--- src/rtl/key_debounce_pkg.sv ---
// Shared helpers for the key debounce block: counter width sizing and the FSM state encoding.
package key_debounce_pkg;

    typedef enum logic [1:0] {
        IDLE      = 2'd0,
        PRESS_FLT = 2'd1,
        DOWN      = 2'd2,
        REL_FLT   = 2'd3
    } state_t;

    // Bits needed for a counter running 0..n-1 (at least one bit).
    function automatic int get_width(input int n);
        int w;
        w = 1;
        while ((64'd1 << w) < 64'(n)) w++;
        return w;
    endfunction

endpackage

--- src/rtl/key_debounce_sync_2ff.sv ---
// Two-flop synchroniser bringing an asynchronous level into the clk domain.
module sync_2ff #(
    parameter logic RST_VAL = 1'b1
) (
    input  logic clk,
    input  logic rst,
    input  logic d,
    output logic q
);

    logic meta;

    always_ff @(posedge clk) begin
        if (!rst) begin
            meta <= RST_VAL;
            q    <= RST_VAL;
        end else begin
            meta <= d;
            q    <= meta;
        end
    end

endmodule

--- src/rtl/key_debounce.sv ---
// Debounces an active-low push-button and classifies presses into short/long events.
module key_debounce
    import key_debounce_pkg::*;
#(
    parameter int CNT_NUM  = 1_000_000,
    parameter int LONG_NUM = 50_000_000
) (
    input  logic clk,
    input  logic rst,
    input  logic key_n,
    output logic key_level,
    output logic key_press,
    output logic key_release,
    output logic key_short,
    output logic key_long,
    output logic led_en
);

    localparam int FW = get_width(CNT_NUM);
    localparam int HW = get_width(LONG_NUM);
    localparam logic [FW-1:0] FLT_LAST  = FW'(CNT_NUM - 1);
    localparam logic [HW-1:0] HOLD_LAST = HW'(LONG_NUM - 1);
    localparam logic [HW-1:0] HOLD_PRE  = HW'(LONG_NUM - 2);

    logic          key_s;
    state_t        state;
    logic [FW-1:0] flt_cnt;
    logic [HW-1:0] hold_cnt;
    logic          long_seen;

    sync_2ff #(.RST_VAL(1'b1)) u_sync (
        .clk (clk),
        .rst (rst),
        .d   (key_n),
        .q   (key_s)
    );

    always_ff @(posedge clk) begin
        if (!rst) begin
            state       <= IDLE;
            flt_cnt     <= '0;
            hold_cnt    <= '0;
            long_seen   <= 1'b0;
            key_level   <= 1'b0;
            key_press   <= 1'b0;
            key_release <= 1'b0;
            key_short   <= 1'b0;
            key_long    <= 1'b0;
            led_en      <= 1'b0;
        end else begin
            key_press   <= 1'b0;
            key_release <= 1'b0;
            key_short   <= 1'b0;
            key_long    <= 1'b0;
            case (state)
                IDLE: begin
                    if (!key_s) begin
                        state   <= PRESS_FLT;
                        flt_cnt <= '0;
                    end
                end
                PRESS_FLT: begin
                    if (key_s) begin
                        state <= IDLE;
                    end else if (flt_cnt == FLT_LAST) begin
                        state     <= DOWN;
                        key_press <= 1'b1;
                        key_level <= 1'b1;
                        hold_cnt  <= '0;
                    end else begin
                        flt_cnt <= flt_cnt + 1'b1;
                    end
                end
                DOWN: begin
                    if (key_s) begin
                        state   <= REL_FLT;
                        flt_cnt <= '0;
                    end else if (hold_cnt != HOLD_LAST) begin
                        // Saturating count: the long event fires only on the step into the last value.
                        hold_cnt <= hold_cnt + 1'b1;
                        if (hold_cnt == HOLD_PRE) begin
                            key_long  <= 1'b1;
                            long_seen <= 1'b1;
                        end
                    end
                end
                REL_FLT: begin
                    if (!key_s) begin
                        state <= DOWN;
                    end else if (flt_cnt == FLT_LAST) begin
                        state       <= IDLE;
                        key_release <= 1'b1;
                        key_level   <= 1'b0;
                        long_seen   <= 1'b0;
                        if (!long_seen) begin
                            key_short <= 1'b1;
                            led_en    <= ~led_en;
                        end
                    end else begin
                        flt_cnt <= flt_cnt + 1'b1;
                    end
                end
                default: state <= IDLE;
            endcase
        end
    end

endmodule
--- config.mk ---
export PLATFORM = sky130hd
export DESIGN_NAME = key_debounce
export DESIGN_NICKNAME = d
export VERILOG_FILES = /design/src/rtl/key_debounce_pkg.sv /design/src/rtl/key_debounce_sync_2ff.sv /design/src/rtl/key_debounce.sv
export SDC_FILE = /design/constraint.sdc
export NUM_CORES = 1
export LEC_CHECK = 0
export CORE_ASPECT_RATIO = 1.25
export CORE_MARGIN = 2
export CORE_UTILIZATION = 39
export DETAILED_ROUTE_END_ITERATION = 10
export DONT_BUFFER_PORTS = 1
export GPL_TIMING_DRIVEN = 1
export PLACE_DENSITY = 0.64
export SLEW_MARGIN = 25
export SYNTH_ARGS = -nofsm -noshare
export SYNTH_HDL_FRONTEND = slang
export SYNTH_HIERARCHICAL = 1
export SYNTH_SLANG_ARGS = --single-unit
--- constraint.sdc ---
create_clock -name clk -period 3.05 [get_ports clk]
set_input_delay 0.4575 -clock clk [delete_from_list [all_inputs] [get_ports clk]]
set_output_delay 0.4575 -clock clk [all_outputs]
set_load 0.02 [all_outputs]
==> results of run 1 <==
## cells in the final DEF (no fill, tap or decap), types with 4 or more instances in the layout
master	netlist	layout
dfxtp_1	57	57
nor2_1	35	35
nand3_1	28	28
nand2_1	24	24
nand4_1	23	23
a21oi_1	23	23
inv_1	12	12
mux2i_1	11	11
o21ai_0	11	11
xor2_1	9	9
clkbuf_8	0	9
and3_1	8	8
nor4_1	8	8
buf_4	0	8
nor3_1	7	7
and4_1	6	6
a31oi_1	6	6
or4_1	5	5
a22oi_1	5	5
xnor2_1	4	4
nand2b_1	4	4
## per-stage QoR
step / worst slack (ns) / hold WS (ns)
floorplan: 1.06 / 0.386
global placement: 0.803 / 0.392
detailed placement: 0.744 / 0.394
finish: 0.708 / 0.191
global route: 0.488 / 0.167
CTS: 0.733 / 0.178
## cell type report
| class | instances | area [sq um] | share of cell area [%] |
|---|---|---|---|
| Clock buffer | 9 | 124 | 3.68 |
| Clock inverter | 7 | 119 | 3.53 |
| Inverter | 12 | 45.0 | 1.34 |
| Multi-Input combinational cell | 278 | 1760 | 52.3 |
| Sequential cell | 57 | 1140 | 33.9 |
| Tap cell | 95 | 119 | 3.53 |
| Timing Repair Buffer | 8 | 60.1 | 1.78 |
## how the worst min path moves through the flow
stage | from | to | slack (ns) | cells after the start
after floorplan | u_sync/meta | u_sync/q | 0.39 | 1
after global placement | u_sync/meta | u_sync/q | 0.39 | 1
after detailed placement | u_sync/meta | u_sync/q | 0.39 | 1
after CTS | rst | u_sync/meta | 0.18 | 1
after global routing | rst | u_sync/q | 0.17 | 1
final | rst | u_sync/q | 0.19 | 1
## routing by layer
metal | up-vias | GRT usage, %
met5 | - | 0
met2 | 73 | 31.4
met3 | 14 | 4.52
li1 | 1379 | -
met4 | 0 | 7.07
met1 | 1332 | 21.9
## state kept, by name, summed over array words and instances (netlist names), named ones only
| signal | count |
|---|---|
| state | 1 |
| key_press | 1 |
| led_en | 1 |
| u_sync/meta | 1 |
| flt_cnt | 20 |
| hold_cnt | 26 |
| long_seen | 1 |
| key_long | 1 |
| key_release | 1 |
| key_level | 1 |
| key_short | 1 |
| u_sync/q | 1 |
## power by group
group          total [W]  internal, W  switching (W)  leakage, nW
registers       0.000756     0.000749     0.00000748        0.460
clock network   0.000870     0.000542       0.000328        0.115
logic          0.0000382    0.0000135      0.0000247        0.540
total            0.00166      0.00130       0.000360         1.11
## cell families after synthesis
| family | Yosys count |
|---|---|
| multiplexers | 12 |
| buffers and inverters | 33 |
| AO/OA/AOI/OAI | 77 |
| XOR/XNOR | 13 |
| AND/OR/NAND/NOR | 173 |
| flip-flops | 57 |
| adder cells (fa/ha/maj) | 3 |
## worst reg2reg max path, stage by stage (launching register included)
cell and delay, ns:
dfxtp_1 0.35, ha_1 0.26, nand4_1 0.31, nor3_1 0.08
buf_4 0.16, a21oi_2 0.73, a21oi_1 0.21, o22ai_2 0.17
## cells in the mapped netlist (3+ instances only)
cell and instances:
a21o_1 3, a21oi_1 23, a21oi_2 3, a22oi_1 5
a31oi_1 6, and2_1 3, and3_1 8, and4_1 6
buf_2 3, buf_6 4, clkbuf_1 11, dfxtp_1 57
ha_1 3, inv_1 12, mux2i_1 11, nand2_1 24
nand2b_1 4, nand3_1 28, nand4_1 23, nand4b_1 3
nor2_1 35, nor2b_1 3, nor3_1 7, nor4_1 8
nor4b_1 3, nor4bb_1 3, o21ai_0 11, o22ai_1 3
or4_1 5, xnor2_1 4, xor2_1 9
==> metrics.txt, run 1 <==
filler instances=790; Syn Inst Count=368; Synth Area in Adders=1.22%; CTS tree=yes; critical-path maximum fanout=19; Slew Limit Fails=0; Tot GR Track Use=18.1%; CP Launch Type=flip-flop; asr flop ratio synth=0%; top cell type's share of synthesized area=37.1%; placement row count=36; DR vias/cell=6.00; worst r2r dst=hold_cnt[13]; synthesized flop and latch total=57; clk root buf=clkbuf_8; Clock Latency Late Sink=0.34 ns; Setup crit end=hold_cnt[13]; # setup viols final=0; post-cts sizing count=0; proportion of synthesized area in mux cells=3.94%; min Tclk post-route=2.34 ns; first-pass GRT wire length=12600 microns; Crit. End Element=flip-flop; Antenna Cells=0; Clock Skew=0.0122 ns; via count=2798; Final #Nets=372; Critical Path AT=2.61 ns; met1 WL=3240 microns; slew margin rel.=34.7%; reg2reg setup slack=0.71 ns; main combinational cell family by area after synthesis=simple AND/OR/NAND/NOR gates; Setup Buffers After CTS=0; peak supply drop=0.000273 V; final antenna-violating net count=0; Worst R2R Path Depth=7; highest metal used=met4; worst hold-check path type=input port to flip-flop; TritonCTS Buffers=9; crit-path max cell delay=0.73 ns; core footprint=7750 sq um; DR pass1 iterations=5; vias in the first global route=2559; Syn Area/Cell=8.36 sq um; RSZ-0062 raised after global routing=no; worst endpoint required time=3.31 ns; Layout Cells excl Fill=466; Synth Area in XOR/XNOR=3.70%; Worst-Margin Slew=0.980 ns; Leakage Power=1.11 nW; routability congestion estimate=0.826; Ports=9; Synth Net Count=374; met3 routed WL=311 microns; Reg-to-Reg Start=flt_cnt[0]; critical path, cell by cell=ha_1, nand4_1, nor3_1, buf_4, a21oi_2, a21oi_1, o22ai_2; number of max-cap violations=0; detailed placer's ending HPWL=5120 microns; largest net degree at the start of global routing=35; placed cell area=3130 sq um; final WL=7460 microns; Yosys top cell by area=dfxtp_1; hold_buf cts=0; simple-gate share of the synthesized area=31.6%; Remaining DRCs=0; final cycle utilization of the critical path=76.8%; Sinks on Clock Net=57; Power Total=0.00166 W; final hold vios=0; CTS H-Tree Depth=3; top cells by area, synth=dfxtp_1 37%, nand4_1 4.7%, nand3_1 4.6%; Post-synth top flop=dfxtp_1; Initial Util=39.7%; Layout Utilization=43.5%; IO Port Bufs=0; buffers and inverters on the worst path=1; cell count along the critical path=7; delay-heaviest family, CP=compound AO/OA/AOI/OAI gates; Netlist Area Pre-Place=3080 sq um; Finished Cell Area=3370 sq um; post-route setup TNS=0 ns; Initial DRC Count=203; EDFF count, synth=0; crit path kind=flip-flop to flip-flop; Worst setup startpoint=flt_cnt[0]; placed insts=450; PD cells=494 nW/um^2; met2 WL=3740 microns; die width=83.5 microns; layout cell share with drive strength beyond 1=10.2%; Unique masters post-synth=61; Synth Area in Compound Gates=16.8%; routed len/inst=16.0 microns; Max Clk Rate=0.427 GHz; clock transition at the registers of the reported paths=0.07 ns; slowest stage cell, crit path=a21oi_2; Overflow after GRT=0; antenna violations before repair=0; Die ar.=8620 sq um; clock buffer depth=2; Area growth, synth to finish=9.47%; DIE HEIGHT=103 microns; sequential share of the synthesized area=37.1%; run status=complete, no violations; YS warnings=6
No activity file was read; power rests on OpenSTA's default activity.
==> inputs of run 2 (changes only) <==
- clock period: 3.05 -> 2.28 ns (I/O delays scaled with it)
==> run 2 against run 1 <==
  * Core utilization increased by 2.2 points
  * Count of clock-buffer cells in the layout grew 2
  * Final cell count is 4.7% higher
  * Sequential power up 34%
  * Clock power is 24% higher
  * Flip-flop and latch count unchanged
  * Die area stayed put
  * Wire length is 6.3% higher
  * Critical path type unchanged
==> metrics.txt, run 2 (synthesized netlist as in run 1, its figures left out) <==
Slew Limit Fails=0; DIE HEIGHT=103 microns; Sw Share=21.2%; hold_buf cts=0; Largest regs=hold_cnt (26), flt_cnt (20); Layout Utilization=45.7%; clock transition at the registers of the reported paths=0.07 ns; layout cell share with drive strength beyond 1=15.5%; Largest register FFs=26; TritonCTS Buffers=9; DR pass1 iterations=7; largest net degree at the start of global routing=35; final cycle utilization of the critical path=93.8%; Leakage Power=1.23 nW; Critical Path AT=2.40 ns; power share of the clock group=50.3%; combinational power share=2.6%; commonest non-fill, non-tap cell in the layout=dfxtp_1; IO Port Bufs=0; final hold vios=0; Max Clk Rate=0.468 GHz; final setup margin=0.141 ns; sequential share of power=47.1%; first-pass GRT wire length=13200 microns; met1 WL=3320 microns; Antenna Cells=0; pre-CTS WS=0.174 ns; placement row count=36; peak supply drop=0.000437 V; slew margin rel.=36.6%; Ports=9; highest metal used=met4; most flop-heavy register=hold_cnt; Initial DRC Count=161; Power Total=0.00215 W; Crit. End Element=flip-flop; DR vias/cell=6.03; met2 WL=4140 microns; routability congestion estimate=0.854; most frequent cells in the layout=57 x dfxtp_1, 35 x nor2_1, 29 x buf_4; worst endpoint required time=2.54 ns; min Tclk post-route=2.14 ns; Clock Latency Late Sink=0.34 ns; met3 routed WL=337 microns; Tot GR Track Use=19.1%; CTS tree=yes; vias in the first global route=2780; PD cells=607 nW/um^2; Die ar.=8620 sq um; Area growth, synth to finish=15.0%; final antenna-violating net count=0; clock buffer depth=2; die width=83.5 microns; Clock Skew=0.00772 ns; via count=2942; Sinks on Clock Net=57; worst hold-check path type=input port to flip-flop; worst hold margin=0.0865 ns; clk root buf=clkbuf_8; CTS H-Tree Depth=3; Overflow after GRT=0; Remaining DRCs=0; number of max-cap violations=0; routed len/inst=16.3 microns; critical-path maximum fanout=9; Worst-Margin Slew=0.951 ns; antenna violations before repair=0; crit path kind=flip-flop to flip-flop; detailed placer's ending HPWL=5540 microns; Final #Nets=394; core footprint=7750 sq um; post-route setup TNS=0 ns; # setup viols final=0; Switch Pwr=0.000455 W; run status=complete, no violations; final WL=7930 microns; CP Launch Type=flip-flop; Initial Util=39.7%; Internal Power=0.00169 W
-- run 2: final timing paths --
kind / start / endpoint / slack [ns] / cells after the start
hold / removal: rst / u_sync/q / 0.09 / 1
setup / recovery: hold_cnt[24] / hold_cnt[25] / 0.14 / 6
setup reg to reg: hold_cnt[24] / hold_cnt[25] / 0.14 / 6
hold reg to reg: u_sync/meta / u_sync/q / 0.40 / 1
-- run 2: metrics by stage --
step	area (sq um)	cells
2_1_floorplan	3080	368
3_3_place_gp	3270	469
3_5_place_dp	3270	469
4_1_cts	3500	485
5_1_grt	3540	488
6_report	3540	488
-- run 2: layer usage --
layer | track usage (%) | vias up
li1 | - | 1421
met3 | 4.60 | 18
met1 | 21.5 | 1414
met2 | 35.4 | 89
met4 | 7.20 | 0
met5 | 0 | -
-- run 2: critical path, cell delays in order (launching register included) --
cell and delay [ns]:
dfxtp_1 0.35, or4b_4 0.56, nor4_4 0.33, a31oi_2 0.28, buf_4 0.24, o22ai_1 0.16, o2bb2ai_1 0.14
-- run 2: power by group through the flow --
stage | Sequential [W] | Combinational (W) | Clock, W
5_1_grt | 0.00101 | 0.0000607 | 0.00115
4_1_cts | 0.00101 | 0.0000554 | 0.00111
6_report | 0.00101 | 0.0000553 | 0.00108
3_5_place_dp | 0.00103 | 0.0000552 | 0
2_1_floorplan | 0.00103 | 0.0000458 | 0
3_3_place_gp | 0.00103 | 0.0000538 | 0
-- run 2: cell type report --
class,count,area [sq um]
fill,759,4210
multi-input combinational,278,1770
tap,95,119
sequential,57,1140
inverter,12,45.0
clock inverter,5,77.6
timing repair buffer,30,238
clock buffer,11,151
-- run 2: timing repair --
| item | CTS | global route |
|---|---|---|
| resized for setup | 0 | 1 |
| endpoints found under the hold margin | 0 | 0 |
| buffers inserted | 0 | 3 |
| setup endpoints to repair | 0 | 3 |
==> inputs of run 3 (changes only) <==
- GPL_ROUTABILITY_DRIVEN: default -> 0
- TNS_END_PERCENT: default -> 50
==> results of run 3 <==
The final DEF is identical to that of run 2; final timing and power are the same.
